$ cat config.mk
export PLATFORM = sky130hd
export DESIGN_NAME = parity_frame_ctrl
export DESIGN_NICKNAME = d
export VERILOG_FILES = /design/src/rtl/parity_frame_ctrl_pkg.sv /design/src/rtl/parity_frame_ctrl_parity_bit_gen.sv /design/src/rtl/parity_frame_ctrl.sv
export SDC_FILE = /design/constraint.sdc
export NUM_CORES = 1
export LEC_CHECK = 0
export ABC_AREA = 1
export CORE_UTILIZATION = 45
export CTS_BUF_LIST = sky130_fd_sc_hd__clkbuf_2 sky130_fd_sc_hd__clkbuf_4 sky130_fd_sc_hd__clkbuf_8
export CTS_CLUSTER_DIAMETER = 60
export CTS_CLUSTER_SIZE = 16
export DETAILED_ROUTE_END_ITERATION = 10
export GPL_TIMING_DRIVEN = 0
export HOLD_SLACK_MARGIN = 0.1
export PLACE_DENSITY = 0.67
export RECOVER_POWER = 100
export SETUP_SLACK_MARGIN = 0.4
export SYNTH_ARGS = -nofsm -noshare
export SYNTH_HDL_FRONTEND = slang
export SYNTH_SLANG_ARGS = --single-unit
$ cat constraint.sdc
create_clock -name clk -period 2 [get_ports clk]
set_input_delay 0.4 -clock clk [delete_from_list [all_inputs] [get_ports clk]]
set_output_delay 0.4 -clock clk [all_outputs]
set_load 0.1 [all_outputs]
$ cat src/rtl/parity_frame_ctrl_pkg.sv
// ============================================================================
// Module      : parity_frame_ctrl_pkg
// Description : Shared state encodings, output beat record and default sizing
//               for the parity frame controller.
// Revision    : 1.0
// ============================================================================
`default_nettype none

package parity_frame_ctrl_pkg;

   typedef enum logic [1:0] {
      ST_IDLE = 2'd0,
      ST_DATA = 2'd1,
      ST_LRC  = 2'd2
   } state_t;

   localparam int unsigned C_FRAME_LEN_DEFAULT = 8;
   localparam int unsigned C_CNT_W_DEFAULT     = 8;

   typedef struct packed {
      logic [7:0] data;
      logic       par;
      logic       lrc;
      logic       last;
   } beat_t;

endpackage : parity_frame_ctrl_pkg

`default_nettype wire

$ cat src/rtl/parity_frame_ctrl_parity_bit_gen.sv
// ============================================================================
// Module      : parity_bit_gen
// Description : Even/odd parity bit for one byte.
// Revision    : 1.0
// ============================================================================
`default_nettype none

module parity_bit_gen
   import parity_frame_ctrl_pkg::*;
(
   input  logic [7:0] data_i,
   input  logic       odd_i,
   output logic       par_o
);

   assign par_o = (^data_i) ^ odd_i;

endmodule : parity_bit_gen

`default_nettype wire

$ cat src/rtl/parity_frame_ctrl.sv
// ============================================================================
// Module      : parity_frame_ctrl
// Description : Groups a byte stream into parity-tagged frames, closing each
//               frame with a longitudinal parity (LRC) beat.
// Revision    : 1.0
// ============================================================================
`default_nettype none

module parity_frame_ctrl
   import parity_frame_ctrl_pkg::*;
#(
   parameter int unsigned FRAME_LEN = C_FRAME_LEN_DEFAULT,
   parameter int unsigned CNT_W     = C_CNT_W_DEFAULT
)(
   input  logic       clk,
   input  logic       rst_n,
   input  logic       odd_sel,
   input  logic       flush,
   input  logic [7:0] in_data,
   input  logic       in_valid,
   output logic       in_ready,
   output logic [7:0] out_data,
   output logic       out_par,
   output logic       out_lrc,
   output logic       out_last,
   output logic       out_valid,
   input  logic       out_ready,
   output logic       busy
);

   localparam logic [CNT_W-1:0] C_LAST_CNT = CNT_W'(FRAME_LEN);
   localparam logic [CNT_W-1:0] C_ONE      = CNT_W'(1);

   state_t           state_q, state_d;
   logic [CNT_W-1:0] cnt_q, cnt_d;
   logic [7:0]       lrc_q, lrc_d;
   logic             odd_q, odd_d;
   beat_t            beat_q, beat_d;
   logic             out_valid_q, out_valid_d;

   logic             w_slot_free;
   logic             w_in_xfer;
   logic             w_odd_eff;
   logic             w_data_par;
   logic             w_lrc_par;
   logic [CNT_W-1:0] w_cnt_inc;
   logic             w_frame_full;

   assign w_slot_free  = !out_valid_q || out_ready;
   assign w_in_xfer    = in_valid && in_ready;
   // The first byte of a frame is tagged before odd_q has captured odd_sel.
   assign w_odd_eff    = (state_q == ST_IDLE) ? odd_sel : odd_q;
   assign w_cnt_inc    = cnt_q + C_ONE;
   assign w_frame_full = (w_cnt_inc == C_LAST_CNT);

   parity_bit_gen u_data_par (
      .data_i (in_data),
      .odd_i  (w_odd_eff),
      .par_o  (w_data_par)
   );

   parity_bit_gen u_lrc_par (
      .data_i (lrc_q),
      .odd_i  (odd_q),
      .par_o  (w_lrc_par)
   );

   always_ff @(posedge clk or negedge rst_n) begin
      if (!rst_n) begin
         state_q <= ST_IDLE;
      end else begin
         state_q <= state_d;
      end
   end

   always_comb begin
      state_d = state_q;
      case (state_q)
         ST_IDLE: begin
            if (w_in_xfer) begin
               state_d = (FRAME_LEN == 1) ? ST_LRC : ST_DATA;
            end
         end
         ST_DATA: begin
            if (flush || (w_in_xfer && w_frame_full)) begin
               state_d = ST_LRC;
            end
         end
         ST_LRC: begin
            if (w_slot_free) begin
               state_d = ST_IDLE;
            end
         end
         default: state_d = ST_IDLE;
      endcase
   end

   always_comb begin
      in_ready = w_slot_free && (state_q != ST_LRC);
      busy     = (state_q != ST_IDLE);
   end

   always_comb begin
      cnt_d       = cnt_q;
      lrc_d       = lrc_q;
      odd_d       = odd_q;
      beat_d      = beat_q;
      out_valid_d = out_valid_q && !out_ready;
      case (state_q)
         ST_IDLE: begin
            if (w_in_xfer) begin
               odd_d       = odd_sel;
               beat_d      = '{data: in_data, par: w_data_par, lrc: 1'b0, last: 1'b0};
               out_valid_d = 1'b1;
               lrc_d       = in_data;
               cnt_d       = C_ONE;
            end
         end
         ST_DATA: begin
            if (w_in_xfer) begin
               beat_d      = '{data: in_data, par: w_data_par, lrc: 1'b0, last: 1'b0};
               out_valid_d = 1'b1;
               lrc_d       = lrc_q ^ in_data;
               cnt_d       = w_cnt_inc;
            end
         end
         ST_LRC: begin
            if (w_slot_free) begin
               beat_d      = '{data: lrc_q, par: w_lrc_par, lrc: 1'b1, last: 1'b1};
               out_valid_d = 1'b1;
               lrc_d       = 8'h00;
               cnt_d       = '0;
            end
         end
         default: ;
      endcase
   end

   always_ff @(posedge clk or negedge rst_n) begin
      if (!rst_n) begin
         cnt_q       <= '0;
         lrc_q       <= 8'h00;
         odd_q       <= 1'b0;
         beat_q      <= '0;
         out_valid_q <= 1'b0;
      end else begin
         cnt_q       <= cnt_d;
         lrc_q       <= lrc_d;
         odd_q       <= odd_d;
         beat_q      <= beat_d;
         out_valid_q <= out_valid_d;
      end
   end

   assign out_data  = beat_q.data;
   assign out_par   = beat_q.par;
   assign out_lrc   = beat_q.lrc;
   assign out_last  = beat_q.last;
   assign out_valid = out_valid_q;

endmodule : parity_frame_ctrl

`default_nettype wire

==> results of run 1 <==
-- cell usage after synthesis (all sizes together) (2+ instances only) --
cell type   n
xnor2       3
o21ai      24
nand2      93
dfrtp      30
o21bai      2
nand3      28
nand4       9
xor2        4
ha          5
a31oi       8
buf         6
o22ai       4
inv        47
clkbuf      2
nor2       19
-- how the worst max path moves through the flow --
stage,start,slack (ps),endpoint,cells after the start
after floorplan,out_valid,-90,out_data[6],10
after global placement,out_ready,-620,in_ready,4
after detailed placement,out_ready,-620,in_ready,4
after CTS,state_q[1],270,in_ready,3
after global routing,state_q[1],110,lrc_q[0],7
final,state_q[1],200,busy,4
-- metrics by stage --
step           setup slack [ps]  cells
2_1_floorplan            -88.91    288
3_3_place_gp             -615.4    367
3_5_place_dp             -617.7    367
4_1_cts                   269.3    391
5_1_grt                   114.4    398
6_report                  199.8    398
-- layer usage --
| layer | share of wire | track usage | wire (um) | vias to the layer above |
|---|---|---|---|---|
| met5 | 0 | 0 | 0 | - |
| met4 | 0.010 | 0.08222 | 55 | 0 |
| met3 | 0.040 | 0.03924 | 214 | 5 |
| met2 | 0.50 | 0.3883 | 2629 | 35 |
| met1 | 0.45 | 0.2893 | 2406 | 936 |
| li1 | - | - | - | 1036 |
-- cells by family (layout without fill, tap and decap cells) --
group | Yosys count | in the layout | synth area share
XOR/XNOR | 7 | 7 | 0.03334
buffers and inverters | 55 | 112 | 0.1151
AO/OA/AOI/OAI | 41 | 41 | 0.1315
flip-flops | 30 | 30 | 0.3636
AND/OR/NAND/NOR | 150 | 151 | 0.3261
adder cells (fa/ha/maj) | 5 | 5 | 0.03030
-- sequential cells by signal, indices dropped and copies added (netlist names) --
signal / cells
out_data: 8
out_valid: 1
out_par: 1
state_q: 2
odd_q: 1
out_lrc: 1
lrc_q: 8
cnt_q: 8
-- worst max-delay path, delay by kind of cell (launching register included) --
family,cells,cell delay [ps]
adders and majority gates,1,200
buffers and inverters,3,470
DFF,1,450
-- area by class of cell --
| type | instances | area [sq um] |
|---|---|---|
| fill | 390 | 1584 |
| multi-input combinational | 204 | 1164 |
| sequential | 30 | 755.7 |
| timing repair buffer | 49 | 470.5 |
| inverter | 47 | 183.9 |
| clock buffer | 7 | 90.09 |
| buffer | 8 | 66.31 |
| tap | 52 | 65.06 |
| clock inverter | 1 | 5.005 |
-- repair_timing --
| item | 4_1_cts | 5_1_grt |
|---|---|---|
| pin swaps | 17 | 10 |
| cloned | 3 | 2 |
| gates resized for setup | 95 | 33 |
| setup buffers | 13 | 5 |
| endpoints found under the setup margin | 42 | 40 |
==> results_dict.tcl, run 1 <==
set metrics [dict create \
    status "complete, no violations" \
    drt_iter0_markers 127 \
    die_area_sq_um 4862 \
    grt_pass1_wl_um 8742 \
    cts_root_buf "clkbuf_8" \
    fin_crit_ps 1800 \
    fin_worst_hold_slack_ps 154.8 \
    relSlewSlack 0.5316 \
    finClkSkew_ps 4.945 \
    cts_buffers 5 \
    dp_hpwl_um 3361 \
    dieWidth_um 69.73 \
    cts.htree.levels 2 \
    setup.worst_path.end_class "output pin" \
    final_nets 364 \
    antenna_found_initial 0 \
    avgSynthCellArea_sq_um 7.168 \
    vias_per_cell 5.055 \
    area_growth_pct 35.64 \
    cp_slowest_stage_delay_ps 450 \
    place_area_sq_um 2412 \
    final_area_sq_um 2800 \
    yosysSeqAreaShare 0.3636 \
    grt_overflow 0 \
    gp_congestion 0.7542 \
    fin_tns_setup_ps 0 \
    worstSetupStartpointType "flop" \
    clkLatencyLatePin_ps 280 \
    finalSetupViolCount 0 \
    drive_gt1_frac 0.2746 \
    crit_chain "inv_4 > ha_4 > inv_6 > clkbuf_4" \
    synth_top_area_frac 0.3636 \
    holdBufCountCts 0 \
    worstRegToRegCells 8 \
    min_path_type "in -> async" \
    finalHoldViolCount 0 \
    num_rows 24 \
    synth_nets 307 \
    fmax_mhz 555.5 \
    grt_max_degree 31 \
    drtAntennaViolNets 0 \
    path_class "reg -> out" \
    mostFrequentLayoutCells "nand2_1, inv_1, dfrtp_1, nand3_1" \
    wl_per_cell_um 13.33 \
    synth_enable_flop_cells 0 \
    cp_slowest_cell "dfrtp_1" \
    max_cap_violations 0 \
    synth_warnings 0 \
    vias 2012 \
    synth-seq-cells 30 \
    finish.utilization 0.6387 \
    required_ps 1600 \
    die_height_um 69.73 \
    report.final.slew_viol_count 0 \
    wl_um 5304 \
    path_clk_slew_ps 70 \
    drc_errors 0 \
    synth_top_cell_by_area "dfrtp_1" \
    synth.area.top_cells "dfrtp_1, nand2_1, inv_1" \
    rsz0062_at_grt "true" \
    fp.coreArea_sq_um 4384 \
    first_pass_iters 4 \
    reg2reg_setup_slack_ps 210 \
    synth_area_sq_um 2064 \
    synth_top_flop_cell "dfrtp_1" \
    n_antenna_cell 0 \
    io_buffers 27 \
    crit_arrival_ps 1400 \
    grt.total_usage 0.2276 \
    grt_pass1_vias 1897 \
    final_common_cell "nand2_1" \
    r2r_end "lrc_q[6]" \
    yosysUniqueCellTypes 30 \
    cp_max_fo 4 \
    cts_tree "done" \
    ioPinCount 28 \
    initial_core_util 0.4709 \
    synthArstFlopShare 1.000 \
    r2r_start "state_q[1]" \
    cts.sinks 30 \
    clockBufferDepth 2 \
    period_share 0.9001 \
    syn_inst 288 \
    worst_slew_pin_slew_ps 702.6 \
]
Power of run 1 is not shown: default switching activity piles up to over one toggle a cycle in this logic, so the estimate is an artifact.
==> run 2: changes to the inputs <==
--- a/config.mk
+++ b/config.mk
@@ -6,14 +6,15 @@
 export NUM_CORES = 1
 export LEC_CHECK = 0
 export ABC_AREA = 1
-export CORE_UTILIZATION = 45
+export CORE_UTILIZATION = 54
 export CTS_BUF_LIST = sky130_fd_sc_hd__clkbuf_2 sky130_fd_sc_hd__clkbuf_4 sky130_fd_sc_hd__clkbuf_8
 export CTS_CLUSTER_DIAMETER = 60
 export CTS_CLUSTER_SIZE = 16
 export DETAILED_ROUTE_END_ITERATION = 10
+export GPL_ROUTABILITY_DRIVEN = 0
 export GPL_TIMING_DRIVEN = 0
 export HOLD_SLACK_MARGIN = 0.1
-export PLACE_DENSITY = 0.67
+export PLACE_DENSITY = 0.79
 export RECOVER_POWER = 100
 export SETUP_SLACK_MARGIN = 0.4
 export SYNTH_ARGS = -nofsm -noshare
==> run 2 against run 1 <==
Clock skew up 4.5 ps; register-to-register slack got worse by 70 ps; hold slack worse by 7.9 ps; critical path depth increased by 4; worst setup slack worse by 62 ps; clock-buffer cell count is the same; routed wire length up 14%; core utilization is 13 points higher; die area shrank 16%; first-iteration DRC count is 65% higher; highest routed layer unchanged.
==> results_dict.tcl, run 2 (same netlist as run 1, synthesis figures left out) <==
set metrics [dict create \
    status "complete, no violations" \
    grt_pass1_vias 2064 \
    finClkSkew_ps 9.482 \
    dieWidth_um 63.83 \
    ioPinCount 28 \
    worstSetupStartpointType "flop" \
    num_rows 22 \
    clockBufferDepth 2 \
    fmax_mhz 537.1 \
    drc_errors 0 \
    grt_max_degree 31 \
    report.final.slew_viol_count 0 \
    drive_gt1_frac 0.2986 \
    vias 2217 \
    mostFrequentLayoutCells "nand2_1, inv_1, dfrtp_1, nand3_1, buf_4" \
    finalHoldViolCount 0 \
    required_ps 2220 \
    max_cap_violations 0 \
    rsz0062_at_grt "true" \
    crit_arrival_ps 2080 \
    relSlewSlack 0.5399 \
    worst_slew_pin_slew_ps 690.1 \
    cts.htree.levels 2 \
    final_common_cell "nand2_1" \
    fin_crit_ps 1862 \
    cts_buffers 5 \
    wl_um 6058 \
    n_antenna_cell 0 \
    dp_hpwl_um 3395 \
    drt_iter0_markers 209 \
    place_area_sq_um 2407 \
    wl_per_cell_um 15.41 \
    period_share 0.9310 \
    vias_per_cell 5.641 \
    path_clk_slew_ps 70 \
    min_path_type "in -> async" \
    area_growth_pct 36.61 \
    drtAntennaViolNets 0 \
    cts.sinks 30 \
    cp_max_fo 5 \
    antenna_found_initial 0 \
    io_buffers 27 \
    die_height_um 63.83 \
    grt_overflow 0 \
    pre_cts_slack_ps -622.3 \
    fp.coreArea_sq_um 3661 \
    initial_core_util 0.5639 \
    first_pass_iters 5 \
    cts_root_buf "clkbuf_8" \
    worst_slack_ps 138.0 \
    path_class "reg -> reg" \
    setup.worst_path.end_class "flop" \
    numPlacedInstances 363 \
    die_area_sq_um 4074 \
    final_nets 363 \
    grt_pass1_wl_um 8852 \
    final_area_sq_um 2820 \
    stdcell_count 393 \
    clkLatencyLatePin_ps 300 \
    finalSetupViolCount 0 \
    cts_tree "done" \
    grt.total_usage 0.2869 \
]
==> run 2: metal layers <==
metal  global-route usage  share of wire
met4               0.1761          0.040
met1               0.3163           0.39
met2               0.4987           0.51
met5                    0              0
met3              0.06250          0.062
==> run 2: area by class of cell <==
class	instances	area, sq um
fill	237	840.8
sequential	30	755.7
buffer	8	76.32
tap	48	60.06
multi-input combinational	203	1192
clock inverter	1	5.005
clock buffer	7	90.09
timing repair buffer	49	454.2
inverter	47	186.4
==> run 2: worst max-delay path: stages, from the launching register on <==
cell and delay [ps]:
dfrtp_1 460, ha_4 230, nor3_4 230, nand2_1 110, a21oi_2 240, buf_4 190
buf_6 120, nand4_1 100, o21ai_1 120
==> run 2: worst paths after layout <==
| kind | startpoint | end | slack (ps) | cells after the start |
|---|---|---|---|---|
| max | state_q[1] | lrc_q[5] | 140 | 8 |
| max in group asynchronous | rst_n | out_valid | 1340 | 1 |
| min | rst_n | out_data[7] | 150 | 1 |
| min reg2reg | out_par | out_par | 500 | 2 |
| max reg2reg | state_q[1] | lrc_q[5] | 140 | 8 |
| min in group clk | out_par | out_par | 500 | 2 |
==> run 2: through the flow <==
stage	setup TNS [ps]	utilization	hold slack, ps
6_report	0	0.7703	146.9
2_1_floorplan	-233.2	-	104.4
4_1_cts	0	0.7372	172.9
5_1_grt	0	0.7703	196.9
3_5_place_dp	-1190	0.6576	483.3
3_3_place_gp	-3438	0.6589	462.0
==> run 2: what timing repair did <==
item / CTS / global route
hold buffers: 0 / 0
setup endpoints to repair: 42 / 37
pin swaps: 7 / 14
gates cloned: 3 / 1
setup buffers: 10 / 8
gates resized for setup: 91 / 37
Power of run 2 is left out for the same reason.
==> run 3: changes to the inputs <==
--- a/config.mk
+++ b/config.mk
@@ -8,7 +8,6 @@
 export ABC_AREA = 1
 export CORE_UTILIZATION = 54
 export CTS_BUF_LIST = sky130_fd_sc_hd__clkbuf_2 sky130_fd_sc_hd__clkbuf_4 sky130_fd_sc_hd__clkbuf_8
-export CTS_CLUSTER_DIAMETER = 60
 export CTS_CLUSTER_SIZE = 16
 export DETAILED_ROUTE_END_ITERATION = 10
 export GPL_ROUTABILITY_DRIVEN = 0
==> results of run 3 <==
The final DEF is identical to that of run 2; final timing and power are the same.
Power of run 3 is left out for the same reason.
